**src/rtl/c7bifu_pkg.sv**
```systemverilog
// Shared definitions for the c7bifu instruction fetch path: fetch granule,
// address width, reset fetch address and the fetch FSM state encoding.
package c7bifu_pkg;

    localparam int          ADDR_W       = 32;
    localparam int          FETCH_BYTES  = 8;
    localparam logic [31:0] RESET_PC_DEF = 32'h0000_0000;

    typedef enum logic [1:0] {
        IDLE = 2'd0,
        REQ  = 2'd1,
        WAIT = 2'd2,
        HALT = 2'd3
    } fetch_state_e;

    // Drop the byte offset so the address names one 64-bit fetch granule.
    function automatic logic [31:0] align_fetch(input logic [31:0] addr);
        return {addr[31:3], 3'b000};
    endfunction

endpackage

```
**src/rtl/c7bifu_fetch.sv**
```systemverilog
// Fetch address generator and single-outstanding bus read master that feeds
// one 64-bit beat at a time into the instruction queue.
module c7bifu_fetch
    import c7bifu_pkg::*;
#(
    parameter logic [31:0] RESET_PC = RESET_PC_DEF,
    parameter int          ADDR_W   = 32
) (
    input  logic              clk,
    input  logic              resetn,
    input  logic              flush,
    input  logic [ADDR_W-1:0] start_addr,
    input  logic              iq_full,
    output logic              bus_req,
    output logic [ADDR_W-1:0] bus_addr,
    input  logic              bus_ack,
    input  logic              bus_rdata_vld,
    input  logic [63:0]       bus_rdata,
    input  logic              bus_err,
    output logic [ADDR_W-1:0] data_addr,
    output logic [63:0]       data,
    output logic              data_vld,
    output logic              fetch_err,
    output logic [ADDR_W-1:0] fetch_err_addr
);

    fetch_state_e      state_q, state_d;
    logic [ADDR_W-1:0] pc_q, pc_d;
    logic              drop_q, drop_d;
    logic [ADDR_W-1:0] req_addr_q, req_addr_d;
    logic [ADDR_W-1:0] data_addr_q, data_addr_d;
    logic [63:0]       data_q, data_d;
    logic              data_vld_q, data_vld_d;
    logic              fetch_err_q, fetch_err_d;
    logic [ADDR_W-1:0] fetch_err_addr_q, fetch_err_addr_d;
    logic [ADDR_W-1:0] flush_pc;

    // The word-select bit and byte offset of start_addr belong to the queue.
    logic unused_start_lsbs;
    assign unused_start_lsbs = ^start_addr[2:0];

    assign flush_pc = align_fetch(start_addr);

    always_ff @(posedge clk or negedge resetn) begin
        if (!resetn) begin
            state_q          <= IDLE;
            pc_q             <= align_fetch(RESET_PC);
            drop_q           <= 1'b0;
            req_addr_q       <= '0;
            data_addr_q      <= '0;
            data_q           <= '0;
            data_vld_q       <= 1'b0;
            fetch_err_q      <= 1'b0;
            fetch_err_addr_q <= '0;
        end else begin
            state_q          <= state_d;
            pc_q             <= pc_d;
            drop_q           <= drop_d;
            req_addr_q       <= req_addr_d;
            data_addr_q      <= data_addr_d;
            data_q           <= data_d;
            data_vld_q       <= data_vld_d;
            fetch_err_q      <= fetch_err_d;
            fetch_err_addr_q <= fetch_err_addr_d;
        end
    end

    always_comb begin
        state_d          = state_q;
        pc_d             = pc_q;
        drop_d           = drop_q;
        req_addr_d       = req_addr_q;
        data_addr_d      = data_addr_q;
        data_d           = data_q;
        data_vld_d       = 1'b0;
        fetch_err_d      = fetch_err_q;
        fetch_err_addr_d = fetch_err_addr_q;

        case (state_q)
            IDLE: begin
                // Waiting out a registered beat keeps the queue's free-slot count honest.
                if (!flush && !iq_full && !data_vld_q) begin
                    state_d    = REQ;
                    req_addr_d = pc_q;
                end
            end
            REQ: begin
                if (bus_ack) begin
                    state_d = WAIT;
                    if (flush) begin
                        drop_d = 1'b1;
                    end else if (!drop_q) begin
                        pc_d = pc_q + ADDR_W'(FETCH_BYTES);
                    end
                end else if (flush) begin
                    drop_d = 1'b1;
                end
            end
            WAIT: begin
                if (bus_rdata_vld) begin
                    state_d = IDLE;
                    drop_d  = 1'b0;
                    if (flush || drop_q) begin
                        state_d = IDLE;
                    end else if (bus_err) begin
                        state_d          = HALT;
                        fetch_err_d      = 1'b1;
                        fetch_err_addr_d = req_addr_q;
                    end else begin
                        data_d      = bus_rdata;
                        data_addr_d = req_addr_q;
                        data_vld_d  = 1'b1;
                    end
                end else if (flush) begin
                    drop_d = 1'b1;
                end
            end
            HALT: begin
                if (flush) begin
                    state_d = IDLE;
                end
            end
            default: state_d = IDLE;
        endcase

        // A redirect overrides every other pc/error/beat update.
        if (flush) begin
            pc_d        = flush_pc;
            fetch_err_d = 1'b0;
            data_vld_d  = 1'b0;
        end
    end

    assign bus_req        = (state_q == REQ);
    assign bus_addr       = req_addr_q;
    assign data_addr      = data_addr_q;
    assign data           = data_q;
    assign data_vld       = data_vld_q;
    assign fetch_err      = fetch_err_q;
    assign fetch_err_addr = fetch_err_addr_q;

endmodule
```
**config.mk**
```make
export PLATFORM = sky130hd
export DESIGN_NAME = c7bifu_fetch
export DESIGN_NICKNAME = d
export VERILOG_FILES = /design/src/rtl/c7bifu_pkg.sv /design/src/rtl/c7bifu_fetch.sv
export SDC_FILE = /design/constraint.sdc
export NUM_CORES = 1
export LEC_CHECK = 0
export CAP_MARGIN = 20
export CORE_ASPECT_RATIO = 1.25
export CORE_MARGIN = 3
export CORE_UTILIZATION = 46
export CTS_CLUSTER_SIZE = 14
export DETAILED_ROUTE_END_ITERATION = 8
export HOLD_SLACK_MARGIN = 0.15
export PLACE_DENSITY_LB_ADDON = 0.2
export SYNTH_ARGS = -nofsm -noshare
export SYNTH_HDL_FRONTEND = slang
export SYNTH_SLANG_ARGS = --single-unit
```
**constraint.sdc**
```tcl
create_clock -name clk -period 2.3 [get_ports clk]
set_clock_uncertainty 0.2 [all_clocks]
set_input_delay 0.345 -clock clk [delete_from_list [all_inputs] [get_ports clk]]
set_output_delay 0.345 -clock clk [all_outputs]
set_load 0.02 [all_outputs]
```
After elaboration in Yosys (flattened, before gate mapping)
Cells that the tools add are included.
Widths: inputs -> output; s select.
{ "totals": {"reg_bits": 197, "in_bits": 103, "output_inout_bits": 163, "elab_cells": 64} }
{ "classes": {"eq_ne": 9, "addsub": 1, "n_mux": 24, "n_bitwise": 2, "n_reduce_logical": 19} }
{ "ops": {"columns": ["cell", "count"], "rows": [
  ["$mux 32", 4],
  ["$add 32x4->32 const B", 1],
  ["$reduce_and 4->1", 4],
  ["$mux 1", 12],
  ["$mux 2", 6],
  ["$reduce_bool 2->1", 6],
  ["$ne 2x2->1 const B", 5],
  ["$pmux 2 s4", 1],
  ["$eq 2x2->1 const B", 2],
  ["$logic_not 1->1", 3],
  ["$reduce_and 3->1", 1],
  ["$eq 2x1->1 const B", 1],
  ["$logic_and 1x1->1", 2],
  ["$logic_not 2->1", 1],
  ["$ne 2x1->1 const B", 1],
  ["$not 1->1", 2],
  ["$pmux 1 s2", 1],
  ["$reduce_and 2->1", 1],
  ["$logic_or 1x1->1", 1]
]} }

Depth between registers and ports, before layout
Gate-level depths: netlist of the first run.
{ "depth": {"ltp_word": 5, "mapped_depth": 7, "ltp_nobuf": 7} }

Least setup slack after synthesis of the first run
OpenSTA, ideal clock, no wires.
{ "synth_path": {"path_kind": "reg2reg", "startpoint": "register state_q[1]", "endpoint": "register pc_q[25]", "path_slack_ps": 151, "arrival_ps": 1814, "t_required_ps": 1965, "period_less_slack_ps": 2149, "setup_time_ps": 135, "n_path_buf": 0, "stages_incl_launch_ff": 8, "cell_sequence": "dfrtp_1 -> inv_1 -> ha_1 -> nand3b_4 -> nor4_2 -> nand2_1 -> o211ai_1 -> o211ai_1"} }
{ "synth_via": {"elab_chain_len": 3} }
{ "synth_lines": {"columns": ["element", "line_no", "rtl"], "rows": [
  ["start: declaration", "c7bifu_fetch.sv:27", "fetch_state_e state_q, state_d;"],
  ["start signal: assignment", "c7bifu_fetch.sv:56", "state_q <= state_d;"],
  ["$eq 2x1->1", null, null],
  ["named net bus_req", "c7bifu_fetch.sv:14", "output logic bus_req,"],
  ["$reduce_bool 2->1 (no source line)", null, null],
  ["$reduce_and 3->1 (no source line)", null, null],
  ["end signal: assignment", "c7bifu_fetch.sv:47", "pc_q <= align_fetch(RESET_PC);"],
  ["end signal: assignment", "c7bifu_fetch.sv:57", "pc_q <= pc_d;"],
  ["end: declaration", "c7bifu_fetch.sv:28", "logic [ADDR_W-1:0] pc_q, pc_d;"]
]} }
The timed path passes the listed nets, and every way through them passes these cells.
A chain may end at the register's enable or synchronous reset.

Final worst setup path of the first run
{ "layout_path": {"startpoint": "input flush", "endpoint": "register data_addr_q[23], in the netlist data_addr[23]"} }
{ "layout_via": {"elab_chain_len": 3} }
{ "layout_lines": {"columns": ["element", "line_no", "rtl"], "rows": [
  ["start: declaration", "c7bifu_fetch.sv:11", "input logic flush,"],
  ["$logic_or 1x1->1", "c7bifu_fetch.sv:103", "if (flush || drop_q) begin"],
  ["$not 1->1 (no source line)", null, null],
  ["$reduce_and 4->1 (no source line)", null, null],
  ["end signal: assignment", "c7bifu_fetch.sv:60", "data_addr_q <= data_addr_d;"],
  ["end: declaration", "c7bifu_fetch.sv:31", "logic [ADDR_W-1:0] data_addr_q, data_addr_d;"]
]} }
No other way between the ends.

==> impl_results.md, run 1 <==
* Post-DRT Antenna Nets at 0
* Synth area leader: dfrtp_1
* Post-synthesis sequential area ratio at 60.2%
* Crit path cell chain: dlygate4sd3_1, buf_2, nor2_1, nand3_1, nor2_4, buf_12, mux2_2
* CP Class: primary input to register
* DR iter-0 viols at roughly 320
* Top_reg_cell synth: dfrtp_1
* Syn. warnings at 0
* Worst Setup EP: data_addr[23]
* Die area at 0.0183 mm2
* Root buffer cell: clkbuf_16
* Initial antenna violation count at 1
* Placed Instances at 1,020
* Area grow syn2layout at 44.5%
* Top-area cell type share of the netlist area at 60.2%
* R2R Path Start: state_q[0]
* Core Region at 0.0163 mm2
* Busiest grt layer: met2
* Final setup fails at 0
* Share of cells above drive strength 1 at 25.2%
* CTS buffer count at 17
* Met2 Track Usage GR at 36.9%
* Max_slew headroom at 64.8%
* CTS tree: built
* Largest stage delay on the critical path at between 500 and 600 ps
* Die height at 151 um
* Post-synth EDFFs at 0
* Syn Inst Count at 558
* Critical Path Start: flush
* Worst path arrival time at 2320 ps
* Fin util at 68.1%
* Async set-or-reset flop fraction in the synthesized netlist at 100%
* Die extent in x at roughly 120 um
* Place WS at 44.1 ps
* Avg Inst Size Synth at 13.8 um2
* Most common cell in the synthesized netlist: dfrtp_1
* R2r worst-path depth at 6
* DRC at 0
* Port Buf Inserts at around 250
* Worst Path Required at 2400 ps
* Power per Cell Area at 1160 mW/mm2
* Max-capacitance violation count at 0
* Leakage at roughly 0.0049 uW
* CTS Buffer Depth at 2
* Critical R2R Capture: data_addr[23]
* IO Pins at 266
* Post CTS Setup Buffer Count at 0
* First-pass GRT wire length at 29,900 um
* Fmax at 0.452 GHz
* Initial core utilization at 47.1%
* R2r setup slk at 120 ps
* Synth Register Bits at ~190
* Finished Layout Cells at 1,056
* Total Wirelength at around 19,000 um
* Insertion delay to the later sink of the worst-skew pair at 430 ps
* GRT Total Usage at 20.9%
* Hold crit path type: primary input to register
* Synth cell types at 43
* Largest net degree at the start of global routing at 65
* Period utilization at between 90% and 100%
* Fin. max-slew vios at 0
* Met1 usage at 24.5%
* Vias in the first global route at between 5k and 6k
* First-pass detailed-route iteration total at 6
* Row count at 52
* CP Capture Type: register
* Mapped Area at between 0.007 and 0.008 mm2
* Worst-Margin Slew at 528 ps
* Clk slew on worst S/H paths at 70 ps
* Total grt overflow at 0
* Top cells by area, synth: dfrtp_1, mux2_2, nand2_1
* Final worst setup slack at 86.5 ps
* Number of nets in the layout at 934
* Tmin final at ~2200 ps
* Detailed-route vias per instance at just over 5
* Final number of hold-violating endpoints at 0
* Crit-path max FO at 53
* List of most frequent post-synthesis cells: dfrtp_1, mux2_2, nand2_1
* Clock sink count at 185
* Hpwl dp at 14,100 um
* Crit start category: primary input
* M3 GR Usage at ~5.7%
* TNS Setup at 0 ps
* Status: completed
* DR WL/cell at 18.0 um
* CTS H-tree lvls at 4
* RD Place Congestion at 0.882
* Via count at about 5.5k
* VDD IR-drop max at between 0.7 and 0.8 mV
* Slowest CP cell: dlygate4sd3_1
-- worst max-delay path, delay by kind of cell --
family                 cells  cell delay [ps]
and+or+nand+nor            3              560
buffers and inverters      3              980
muxes                      1              380
-- logic make-up (layout without fill, tap and decap cells) --
kind of cell	count (synthesis)	in the layout	synth area share [%]
xor+xnor	16	16	1.82
other cells	1	11	0.0487
simple gates	105	105	7.22
mux	153	153	22.4
compound gates	49	49	4.37
flops	185	185	60.2
fa+ha+maj	6	6	0.976
buf+inv	43	315	3.02
-- sequential cells by signal, summed over array words and instances (netlist names) --
signal and cells:
bus_addr 29, data 64, data_addr 29, data_vld 1, drop_q 1, fetch_err 1
fetch_err_addr 29, pc_q 29, state_q 2
-- worst min path at each step --
stage                         startpoint            to  slack, ps  depth (start not counted)
after detailed placement          resetn      data[38]        180                          1
after global placement            resetn      data[38]        170                          1
final                     start_addr[12]      pc_q[12]        280                          3
after global routing      start_addr[12]      pc_q[12]        270                          3
after floorplan                   resetn  bus_addr[10]       -150                          0
after CTS                 start_addr[12]      pc_q[12]        260                          3
-- layout by cell type (no fill, tap or decap), drive strengths merged, types with 3 or more instances in the layout --
cell,count
ha,6
nand4,14
clkbuf,22
o311ai,6
clkdlybuf4s50,250
o211ai,4
o221ai,3
conb,9
inv,12
dfrtp,185
nor3,6
a221o,3
nand3,20
and2,3
clkinv,6
a31oi,3
mux2,152
o21ai,22
buf,18
nand2,37
nor2,12
xor2,14
clkinvlp,3
-- layer usage --
metal  wire length (um)  vias to the layer above  part of all wire [%]
met5                  0                        -                     0
met4                305                        0                   1.6
met3               1160                       19                   6.1
met2              10100                      188                    53
met1               7360                     2729                    39
li1                   -                     2534                     -
-- layout make-up --
type	instances	area, um2
fillers	1222	5210
flip-flops and latches	185	4630
multi-input cells	338	2890
repair buffers	272	2740
clock buffers	21	450
well taps	216	270
clock inverters	11	98.8
inverters	11	41.3
diodes	2	5.00
-- report_power, final --
part           switching [uW]  internal, uW  total (uW)
registers                 747          4330        5080
logic                    2390          2760        5150
clock network            1210          1520        2720
total                    4350          8600       13000
-- what timing repair did --
item,in CTS,in global routing
hold buffers,2,0
cloned,0,0
setup endpoints to repair,1,5
gates resized for setup,1,2
endpoints found under the hold margin,68,0
-- metrics by stage --
step / cell area, um2 / power, uW / hold WS [ps]
floorplan: 7720 / 7540 / -151
global placement: 10500 / 10200 / 169
detailed placement: 10500 / 10300 / 185
CTS: 11100 / 13100 / 256
global route: 11100 / 13600 / 275
finish: 11100 / 13000 / 278
Note: power is estimated with default switching activity, not from simulation.
==> run 2: changes to the inputs <==
==> constraint.sdc (replaced) <==
create_clock -name clk -period 2.3 [get_ports clk]
set_clock_uncertainty 0.2 [all_clocks]
set_input_delay 0.345 -clock clk [delete_from_list [all_inputs] [get_ports clk]]
set_output_delay 0.345 -clock clk [all_outputs]
set_load 0.1 [all_outputs]
==> impl_results.md, run 2 (synthesis results as in run 1) <==
* Die height at 151 um (unchanged)
* Area grow syn2layout at 41.5%
* Crit-path max FO at 33 (-38%)
* CP Capture Type: register
* Number of nets in the layout at 939 (+0.54%)
* TNS Setup at 0 ps (unchanged)
* Worst-Margin Slew at 496 ps (-31.7 ps)
* Fmax at 0.468 GHz (+3.5%)
* Worst path arrival time at 2240 ps (-80 ps)
* Vias in the first global route at 5,701 (-1.9%)
* GRT Total Usage at 20.2% (-0.71 points)
* Fin. max-slew vios at 0 (unchanged)
* Core Region at 0.0163 mm2 (unchanged)
* CTS tree: built
* RD Place Congestion at 0.852 (-3.4%)
* DR iter-0 viols at 359 (+13%)
* CTS H-tree lvls at 4 (unchanged)
* Detailed-route vias per instance at 5.16 (-0.40%)
* Die extent in x at 122 um (unchanged)
* Fin util at 66.7% (-1.4 points)
* Row count at 52 (unchanged)
* Final number of hold-violating endpoints at 0 (unchanged)
* R2R Path Start: state_q[0]
* RSZ-0062 raised after global routing: false
* Insertion delay to the later sink of the worst-skew pair at 420 ps (about the same)
* Via count at 5,474 (+0.073%)
* Total Wirelength at 18,800 um (-0.66%)
* First-pass GRT wire length at 29,200 um (-2.6%)
* Period utilization at 93.0% (-3.2 points)
* Hold crit path type: primary input to async pin
* Crit start category: register
* Max reg flops at 64 (unchanged)
* Max-capacitance violation count at 0 (unchanged)
* Hpwl dp at 14,300 um (+1.9%)
* Final setup fails at 0 (unchanged)
* First-pass detailed-route iteration total at 4 (-2)
* Max_slew headroom at 66.8% (+2.0 points)
* Largest net degree at the start of global routing at 54 (-17%)
* Initial antenna violation count at 1 (unchanged)
* Clock sink count at 185 (unchanged)
* Status: completed
* Worst Path Required at 2400 ps (about the same)
* Initial core utilization at 47.1% (unchanged)
* Port Buf Inserts at 253 (unchanged)
* IO Pins at 266 (unchanged)
* Share of cells above drive strength 1 at 44.4% (+19 points)
* Most frequent cells in the layout: dfrtp_1, buf_4, mux2_2, clkdlybuf4s50_1, nand2_1
* Tmin final at 2140 ps (-74.5 ps)
* CTS Buffer Depth at 2 (unchanged)
* Root buffer cell: clkbuf_16
* Post-DRT Antenna Nets at 0 (unchanged)
* CTS buffer count at 17 (unchanged)
* DRC at 0 (unchanged)
* Most common cell after layout, fill and taps aside: dfrtp_1
* CP Class: register to register
* Critical Path Start: state_q[0]
* Die area at 0.0183 mm2 (unchanged)
* Total grt overflow at 0 (unchanged)
* DR WL/cell at 17.8 um (-1.1%)
* Post CTS Setup Buffer Count at 0 (unchanged)
* Clk slew on worst S/H paths at 70 ps (about the same)
run 2: cell types whose count changed in the layout (fill, tap and decap cells not counted):
cell and change:
inv_6 +2, bufinv_16 +3, dlygate4sd3_1 -1, clkdlybuf4s50_1 -153, clkbuf_8 +1, clkbuf_1 -3
dlygate4sd2_1 -1, buf_12 +2, clkinv_2 -2, clkinvlp_4 -1, buf_4 +158
run 2: metrics by stage:
stage / hold WS, ps / instance area (um2) / setup slack, ps / std cells
6_report: 249 / 10900 / 161 / 1061
5_1_grt: 271 / 10900 / 15.9 / 1060
4_1_cts: 252 / 10900 / 170 / 1059
3_5_place_dp: 124 / 10200 / 84.4 / 1026
3_3_place_gp: 117 / 10200 / 120 / 1026
2_1_floorplan: -151 / 7740 / 1.45 / 566
run 2: what timing repair did:
action,4_1_cts,5_1_grt
hold buffers,1,0
gates resized for setup,0,0
endpoints found under the hold margin,158,0
run 2: area by class of cell:
cell class | count | area, um2
inverters | 11 | 41.3
clock buffers | 19 | 453
repair buffers | 277 | 2420
multi-input cells | 338 | 2890
flip-flops and latches | 185 | 4630
clock inverters | 13 | 189
fillers | 1266 | 5440
well taps | 216 | 270
diodes | 2 | 5.00
run 2: worst paths after layout:
path                       slack [ps]  depth (start not counted)            endpoint
max                               160                          7            data[57]
min                               250                          2            data[14]
max reg2reg                       160                          7            data[57]
min reg2reg                       310                          1  fetch_err_addr[30]
max in group asynchronous         930                          3            data[21]
min in group clk                  270                          4            pc_q[22]
run 2: worst max-delay path: stages (launching register included):
cell	delay (ps)
dfrtp_1	460
inv_1	140
ha_1	250
nand3_1	140
nor2_4	130
buf_12	130
buf_12	200
mux2_2	360
run 2: routing by layer:
metal | share of wire [%] | GRT usage, %
met5 | 0 | 0
met4 | 0.76 | 5.49
met3 | 6.3 | 4.92
met2 | 55 | 36.7
met1 | 38 | 23.7
Power of run 2 is left out: the tool's default activity adds up to more than one toggle a clock period on the data nets, which glitch-free logic cannot reach.
